$ cat src/rtl/button_conditioner.sv
// rtl/button_conditioner.sv - multi-channel button synchroniser, debouncer and auto-repeat strobe generator
module button_conditioner #(
  parameter int N_CH            = 3,
  parameter int DEBOUNCE_CYCLES = 1_000_000,
  parameter int REPEAT_DELAY    = 50_000_000,
  parameter int REPEAT_RATE     = 10_000_000,
  parameter int CNT_W           = 26
) (
  input  logic            clk_100MHz,
  input  logic            reset,
  input  logic [N_CH-1:0] btn_in,
  input  logic [N_CH-1:0] repeat_en,
  output logic [N_CH-1:0] level,
  output logic [N_CH-1:0] press,
  output logic [N_CH-1:0] released,
  output logic [N_CH-1:0] rep,
  output logic [N_CH-1:0] strobe
);

  typedef enum logic [1:0] {IDLE, DELAY, REPEAT} rep_state_t;

  localparam logic [CNT_W-1:0] DB_LAST  = CNT_W'(DEBOUNCE_CYCLES - 1);
  localparam logic [CNT_W-1:0] RD_LAST  = CNT_W'(REPEAT_DELAY - 1);
  localparam logic [CNT_W-1:0] RR_LAST  = CNT_W'(REPEAT_RATE - 1);

  for (genvar ch = 0; ch < N_CH; ch++) begin : g_ch
    logic             sync_a, sync_b;
    logic [CNT_W-1:0] db_cnt, db_cnt_nxt;
    logic [CNT_W-1:0] hold_cnt, hold_cnt_nxt;
    logic             level_q, level_nxt;
    logic             press_q, released_q, rep_q, strobe_q;
    logic             rep_nxt, press_nxt;
    rep_state_t       state, state_nxt;

    // Debounce: level flips on the DEBOUNCE_CYCLES-th consecutive mismatching cycle.
    always_comb begin
      level_nxt  = level_q;
      db_cnt_nxt = '0;
      if (sync_b != level_q) begin
        if (db_cnt == DB_LAST) level_nxt = ~level_q;
        else                   db_cnt_nxt = db_cnt + 1'b1;
      end
    end

    assign press_nxt = level_nxt & ~level_q;

    // Auto-repeat: decisions use the level being registered this edge so release wins at once.
    always_comb begin
      state_nxt    = state;
      hold_cnt_nxt = '0;
      rep_nxt      = 1'b0;
      if (!level_nxt) begin
        state_nxt = IDLE;
      end else begin
        case (state)
          IDLE:   state_nxt = DELAY;
          DELAY: begin
            if (repeat_en[ch]) begin
              if (hold_cnt == RD_LAST) begin
                rep_nxt   = 1'b1;
                state_nxt = REPEAT;
              end else begin
                hold_cnt_nxt = hold_cnt + 1'b1;
              end
            end
          end
          REPEAT: begin
            if (!repeat_en[ch])            state_nxt = DELAY;
            else if (hold_cnt == RR_LAST)  rep_nxt = 1'b1;
            else                           hold_cnt_nxt = hold_cnt + 1'b1;
          end
          default: state_nxt = IDLE;
        endcase
      end
    end

    always_ff @(posedge clk_100MHz) begin
      if (reset) begin
        sync_a     <= 1'b0;
        sync_b     <= 1'b0;
        db_cnt     <= '0;
        hold_cnt   <= '0;
        state      <= IDLE;
        level_q    <= 1'b0;
        press_q    <= 1'b0;
        released_q <= 1'b0;
        rep_q      <= 1'b0;
        strobe_q   <= 1'b0;
      end else begin
        sync_a     <= btn_in[ch];
        sync_b     <= sync_a;
        db_cnt     <= db_cnt_nxt;
        hold_cnt   <= hold_cnt_nxt;
        state      <= state_nxt;
        level_q    <= level_nxt;
        press_q    <= press_nxt;
        released_q <= ~level_nxt & level_q;
        rep_q      <= rep_nxt;
        strobe_q   <= press_nxt | rep_nxt;
      end
    end

    assign level[ch]    = level_q;
    assign press[ch]    = press_q;
    assign released[ch] = released_q;
    assign rep[ch]      = rep_q;
    assign strobe[ch]   = strobe_q;
  end

endmodule

$ cat config.mk
export PLATFORM = sky130hd
export DESIGN_NAME = button_conditioner
export DESIGN_NICKNAME = d
export VERILOG_FILES = /design/src/rtl/button_conditioner.sv
export SDC_FILE = /design/constraint.sdc
export NUM_CORES = 1
export LEC_CHECK = 0
export CAP_MARGIN = 20
export CORE_UTILIZATION = 30
export DETAILED_ROUTE_END_ITERATION = 6
export GPL_TIMING_DRIVEN = 0
export SLEW_MARGIN = 10
export SYNTH_ARGS = -nofsm -noshare
export SYNTH_HDL_FRONTEND = slang
export SYNTH_SLANG_ARGS = --single-unit
export TNS_END_PERCENT = 20
$ cat constraint.sdc
create_clock -name clk_100MHz -period 2.75 [get_ports clk_100MHz]
set_input_delay 0.4125 -clock clk_100MHz [delete_from_list [all_inputs] [get_ports clk_100MHz]]
set_output_delay 0.4125 -clock clk_100MHz [all_outputs]
set_load 0.1 [all_outputs]
==> Yosys cells after proc, flatten, opt, wreduce, memory -nomap -nowiden <==
Index checks and enable logic that the tools add are counted.
{ "totals": {"ff_bits": 183} }
{ "classes": {"n_reduce_logical": 12, "mux": 51, "n_eq_ne": 27, "n_addsub": 6, "n_bitwise": 18} }
{ "op_table": {"columns": ["op", "n"], "rows": [
  ["2-to-1 mux 26 bit", 12],
  ["adder 26 x 1 -> 26 bit, second input constant", 6],
  ["case mux 26 bit (2 select lines)", 3],
  ["== test 26 x 20 -> 1 bit, second input constant", 3],
  ["== test 26 x 24 -> 1 bit, second input constant", 3],
  ["== test 26 bit, second input constant", 3],
  ["2-to-1 mux 1 bit", 21],
  ["2-to-1 mux 2 bit", 9],
  ["!= test 2 bit, second input constant", 9],
  ["case mux 2 bit (3 select lines)", 3],
  ["inverter 1 bit", 9],
  ["AND reduction 3 bit", 3],
  ["OR reduction 3 bit", 3],
  ["AND 1 bit", 6],
  ["== test 2 x 1 -> 1 bit, second input constant", 3],
  ["== test 2 bit, second input constant", 3],
  ["logical NOT 2 bit", 3],
  ["case mux 1 bit (2 select lines)", 3],
  ["OR reduction 2 bit", 3],
  ["!= test 1 bit", 3],
  ["bitwise OR 1 bit", 3]
]} }

==> Logic depth before layout (Yosys ltp) <==
Gate-level depths: netlist of run 1.
{ "depth": {"depth_word": 6, "depth_mapped": 8, "depth_no_buf": 7} }

==> Least setup slack after synthesis of run 1 <==
No wires, ideal clock.
{ "synth_timing": {"path_type": "register to register", "start": "register g_ch[1].hold_cnt[0]", "end": "register g_ch[1].hold_cnt[18]", "path_buffers": 2, "setup_time_ps": 117, "arrival_time_ps": 1843, "synth_period_minus_slack_ps": 1961, "stages_incl_launch_ff": 9, "setup_slack_ps": 789, "required_time_ps": 2633, "path_cell_list": "dfxtp_1 > ha_1 > and3_1 > buf_2 > nand4_1 > o41a_1 > o22ai_2 > buf_2 > nor2_1"} }
{ "synth_between": {"elab_chain_cells": 4} }
{ "synth_lines": {"columns": ["item", "line", "text"], "rows": [
  ["start, declared", "29", "logic [CNT_W-1:0] hold_cnt, hold_cnt_nxt;"],
  ["start signal, assigned", "93", "hold_cnt <= hold_cnt_nxt;"],
  ["adder 26 x 1 -> 26 bit (tied with other cells)", "63, 70", null],
  ["2-to-1 mux 26 bit, on equally long branches", "69, 59", null],
  ["2-to-1 mux 26 bit, on equally long branches", "68, 58", null],
  ["case mux 26 bit (2 select lines) *", "55", "case (state)"]
]} }
Every way passes the cells marked *; elsewhere a longest branch is shown, timed or not.
A chain may end at the register's enable or synchronous reset.

==> Final worst setup path of run 1 <==
{ "layout_timing": {"start": "register g_ch[2].level_q", "end": "output port level[2]"} }
{ "layout_rtl": {"columns": ["item", "line", "text"], "rows": [
  ["start, declared", "30", "logic level_q, level_nxt;"],
  ["start signal, assigned", "95", "level_q <= level_nxt;"],
  ["end, declared", "13", "output logic [N_CH-1:0] level,"]
]} }
No word-level cell between the ends.

==> results of run 1 <==
[logic make-up (layout without fill, tap and decap cells)]
logic type / count (synthesis) / in the layout / share of synthesized area
muxes: 5 / 5 / 0.00574
DFF: 183 / 183 / 0.420
buffers and inverters: 90 / 145 / 0.0540
AOI/OAI and AO/OA: 31 / 31 / 0.0314
adders and majority gates: 18 / 18 / 0.0258
and+or+nand+nor: 523 / 523 / 0.316
xor gates and xnor gates: 146 / 146 / 0.147
[state kept, by name, indices dropped and copies added (netlist names)]
name,flops
g_ch.db_cnt,78
g_ch.hold_cnt,78
g_ch.level_q,3
g_ch.press_q,3
g_ch.released_q,3
g_ch.rep_q,3
g_ch.state,6
g_ch.strobe_q,3
g_ch.sync_a,3
g_ch.sync_b,3
[final cells by class]
class | count | area share
well taps | 384 | 0.0480
plain buffers | 51 | 0.0324
inverters | 39 | 0.0146
multi-input cells | 723 | 0.458
clock buffers | 17 | 0.0425
clock inverters | 15 | 0.0161
repair buffers | 23 | 0.0220
flip-flops and latches | 183 | 0.366
[routing by layer]
metal / up-vias / wire [um] / track usage
met1: 3138 / 8540 / 0.155
li1: 3514 / - / -
met5: - / 0 / 0
met2: 77 / 7700 / 0.196
met4: 0 / 196 / 0.0419
met3: 12 / 391 / 0.0213
[placed cells by master (no fill, tap or decap), types with 3 or more instances in the layout]
master             n
a31oi_1            3
nor4_1            31
and4_1            17
clkinv_8           4
nor3b_1            4
and3_1            22
a21oi_1            5
nor2b_1            9
nor2_1           164
clkbuf_1          13
or4_1              4
clkbuf_16         17
nor4_2             3
xor2_1            62
nand4_1           44
buf_6              3
buf_2             18
dfxtp_1          183
or3_1              7
ha_1              18
nor4b_1            8
and2_1             4
inv_6              6
xnor2_1           84
or4_4              3
nand2_1           54
nor3_1            62
o21ai_0            5
clkdlybuf4s50_1   21
buf_4             15
inv_1             39
mux2i_1            5
nand3_1           66
[critical path: stages, from the launching register on]
cell and delay (ns):
dfxtp_1 0.48, buf_4 0.16, clkdlybuf4s50_1 1.11
[power groups by stage]
stage	sequential [mW]	combinational, mW	clock (mW)
finish	2.66	0.0418	2.39
global route	2.66	0.0470	2.59
CTS	2.66	0.0431	2.47
detailed placement	2.72	0.0430	0
global placement	2.72	0.0428	0
floorplan	2.72	0.0219	0
[cell usage after synthesis, types with 15 or more instances]
cell type and count:
buf_4 15, xnor2_1 84, nand3_1 66, and3_1 22, buf_2 17, xor2_1 62
inv_1 39, nor2_1 164, dfxtp_1 183, ha_1 18, nand2_1 54, nand4_1 44
nor3_1 62, and4_1 17, nor4_1 31
[worst max path at each step]
stage                        start                    to  slack [ns]  cells after the start
5_1_grt            g_ch[2].level_q              level[2]        0.07                      2
3_3_place_gp     g_ch[0].db_cnt[2]    g_ch[0].db_cnt[23]        0.48                      5
4_1_cts            g_ch[2].level_q              level[2]        0.13                      2
3_5_place_dp   g_ch[1].hold_cnt[0]  g_ch[1].hold_cnt[11]        0.49                      8
6_report           g_ch[2].level_q              level[2]        0.16                      2
2_1_floorplan  g_ch[1].hold_cnt[0]  g_ch[1].hold_cnt[18]        0.79                      8
==> results.tsv, run 1 <==
metric	value	unit
outcome	finished, final reports clean	
switching power	1.20	mW
DRC Markers	0	
Sequential Power Share	0.522	
Seq cells post-synth	183	
final design utilization	0.349	
Area Overhead vs Synth	14.8	%
Register-to-Register Setup Slack	0.50	ns
register area	0.00366	sq mm
fill count	2928	
sw frac	0.236	
setup violators final	0	
first-pass GRT wire length	29.0	mm
post-route ant nets	0	
reg2reg end	g_ch[2].db_cnt[24]	
Syn Nets	1022	
Initial Utilization	0.304	
CP arrival	2.18	ns
async set or reset register ratio after synthesis	0	
Hold Path Stages	1	
CTS clk-pin slew, worst paths	0.07	ns
wire per inst	11.7	um
beginning of the worst hold path	g_ch[0].sync_a	
Final Cycle Share	0.942	
die span in x	172	um
Slew headroom	0.340	
Crit Path Class	register to output port	
cts hold-fix bufs	0	
worst hold path type	register to register	
worst path required time	2.34	ns
syn_area_per_cell	8.75	sq um
area of placed instances	0.00941	sq mm
Pwr Total	5.09	mW
Critical Path Start Type	register	
Multi-input gate area	0.00458	sq mm
cell area power density	509	mW/mm^2
all-layer global routing usage	0.119	
cts repair resizes	0	
cell count after placement	1402	
P_int	3.89	mW
Main synth FF type	dfxtp_1	
Crit. End Element	output port	
Synth top area share	0.420	
# rows	62	
worst skew pair latency	0.44	ns
CTS tree	done	
Vias/cell	4.70	
# IOs	23	
final hold slack	0.446	ns
# H-tree levels	4	
antenna violations before repair	0	
post-route worst setup slack	0.159	ns
max-slew violations	0	
routed wire length	16.8	mm
pin count of the biggest net entering global routing	20	
Worst R2R Path Depth	8	
vias in the first global route	6197	
Chip Height	172	um
Final nets	1064	
f_max	0.386	GHz
Area contributors post-synth	dfxtp_1 42%, xnor2_1 8.4%, nor2_1 7.1%	
DR iter-0 viols	378	
skew final	0.0187	ns
Synth Instances	996	
non-filler cells, final	1435	
Hold EP	g_ch[0].sync_b	
clk root buf	clkbuf_16	
global route overflow	0	
post-synthesis sequential area ratio	0.420	
Sinks on Clock Net	183	
post-DP HPWL	11.9	mm
Critical R2R Launch	g_ch[2].db_cnt[0]	
Port Buf Inserts	21	
Inserted Clock Buffers	17	
Die Area	0.0297	sq mm
Synth cell types	60	
Via Count	6741	
fin area	0.0100	sq mm
ANT cells	0	
synth warn	0	
pre-CTS setup slack	0.487	ns
clock period minus worst slack	2.59	ns
setup_tns	0	ns
Post-synth EDFFs	0	
Clock power frac	0.470	
cell area after synthesis	0.00871	sq mm
Pleak	3.06	nW
gpl congestion	0.800	
part of the power in combinational logic	0.008	
core area	0.0286	sq mm
RSZ-0062 raised after global routing	false	
final hold violation count	0	
postcts setup bufs	0	
area leader, netlist	dfxtp_1	
number of max-cap violations	0	
slew of the pin with the lowest slew margin	0.983	ns
Initial DRT Pass Iterations	5	
buffer depth of the longest clock path	2	
layout cell share with drive strength beyond 1	0.0866	
maximum VDD drop	0.397	mV
largest fanout on the critical path	7	
Note: power is estimated with default switching activity, not from simulation.
==> run 2, diff against run 1 <==
Settings changed: CTS_BUF_LIST set to sky130_fd_sc_hd__clkbuf_2.
==> results.tsv, run 2 (synthesized netlist as in run 1, its figures left out) <==
metric	value	unit
clk root buf	clkbuf_2	
DRC Markers	0	
worst skew pair latency	0.76	ns
area of placed instances	0.00941	sq mm
part of the power in combinational logic	0.010	
slew of the pin with the lowest slew margin	1.00	ns
Crit Path Class	register to output port	
Crit. End Element	output port	
# rows	62	
postcts setup bufs	0	
first-pass GRT wire length	28.7	mm
sw frac	0.266	
critical-path cell list	buf_4 > clkdlybuf4s15_1	
final design utilization	0.336	
Slowest-stage cell, CP	clkdlybuf4s15_1	
buffer depth of the longest clock path	2	
layout cell share with drive strength beyond 1	0.0990	
CP arrival	2.16	ns
all-layer global routing usage	0.117	
Inserted Clock Buffers	17	
Clock power frac	0.333	
Initial Utilization	0.304	
setup_tns	0	ns
clock period minus worst slack	2.57	ns
setup violators final	0	
wire per inst	11.5	um
max-slew violations	0	
worst path required time	2.34	ns
switching power	1.08	mW
Die Area	0.0297	sq mm
final hold violation count	0	
Port Buf Inserts	21	
post-DP HPWL	11.9	mm
Critical Path Start Type	register	
Vias/cell	4.64	
vias in the first global route	6146	
Area Overhead vs Synth	10.5	%
Final nets	1064	
die span in x	172	um
commonest non-fill, non-tap cell in the layout	dfxtp_1	
Initial DRT Pass Iterations	4	
Top Registers	g_ch.db_cnt x78, g_ch.hold_cnt x78, g_ch.state x6	
CTS tree	done	
DR iter-0 viols	343	
outcome	finished, final reports clean	
cell area power density	423	mW/mm^2
Via Count	6666	
maximum VDD drop	0.182	mV
P_int	2.99	mW
slowest stage delay, CP	0.81	ns
fin area	0.00963	sq mm
cts hold-fix bufs	0	
post-route ant nets	0	
Final Cycle Share	0.935	
# H-tree levels	4	
Pleak	2.95	nW
Slew headroom	0.328	
Chip Height	172	um
gpl congestion	0.800	
core area	0.0286	sq mm
worst hold path type	primary input to register	
antenna violations before repair	1	
number of max-cap violations	0	
CTS clk-pin slew, worst paths	0.27	ns
# IOs	23	
skew final	0.0680	ns
RSZ-0062 raised after global routing	false	
Sinks on Clock Net	183	
leading cell types in the layout, fill and taps excluded	183 x dfxtp_1, 164 x nor2_1, 84 x xnor2_1	
f_max	0.389	GHz
routed wire length	16.6	mm
global route overflow	0	
pin count of the biggest net entering global routing	20	
Sequential Power Share	0.657	
largest fanout on the critical path	5	
## run 2: cell count changes in the layout (fill, tap and decap cells not counted), sizes merged
| cell | delta |
|---|---|
| clkdlybuf4s50 | -15 |
| dlygate4sd2 | +1 |
| clkdlybuf4s15 | +1 |
| buf | +13 |
| diode | +1 |
## run 2: metal layers
layer,GRT usage,share of wire,vias to the layer above
li1,-,-,3518
met1,0.155,0.51,3073
met4,0.0377,0.0089,0
met2,0.193,0.45,67
met3,0.0199,0.023,8
met5,0,0,-
## run 2: path summary, 6_finish.rpt
check / to / slack (ns) / cells after the start / start
max: level[0] / 0.18 / 2 / g_ch[0].level_q
min: g_ch[2].sync_b / 0.13 / 2 / reset
max reg2reg: g_ch[1].hold_cnt[8] / 0.49 / 8 / g_ch[1].hold_cnt[0]
min reg2reg: g_ch[2].sync_b / 0.47 / 1 / g_ch[2].sync_a
## run 2: cell type report
cell class / count / area [sq um]
Multi-Input combinational cell: 723 / 4580
Timing Repair Buffer: 23 / 186
Clock inverter: 15 / 161
Fill cell: 2992 / 19000
Clock buffer: 17 / 85.1
Antenna cell: 1 / 2.50
Buffer: 51 / 324
Inverter: 39 / 146
Sequential cell: 183 / 3660
Tap cell: 384 / 480
## run 2: repair_timing
| action | CTS | global route |
|---|---|---|
| endpoints found under the setup margin | 15 | 1 |
| resized for setup | 16 | 1 |
| pin swaps | 0 | 0 |
## run 2: power by group through the flow
stage	Combinational (mW)	Clock, mW	Sequential, mW
2_1_floorplan	0.0219	0	2.72
4_1_cts	0.0431	1.44	2.68
6_report	0.0416	1.36	2.67
5_1_grt	0.0469	1.56	2.68
3_3_place_gp	0.0428	0	2.72
3_5_place_dp	0.0430	0	2.72
## run 2: critical path: cells and delay by family (launching register included)
family	cells	cell delay (ns)
buffers and inverters	2	0.96
flip-flops	1	0.48
## run 2: through the flow
step	instances	power [mW]	hold slack, ns	setup WS (ns)
2_1_floorplan	996	2.74	0.414	0.789
3_3_place_gp	1401	2.76	0.422	0.476
3_5_place_dp	1402	2.76	0.432	0.487
4_1_cts	1434	4.16	0.0626	0.0407
5_1_grt	1436	4.28	0.0540	0.00322
6_report	1436	4.07	0.133	0.179
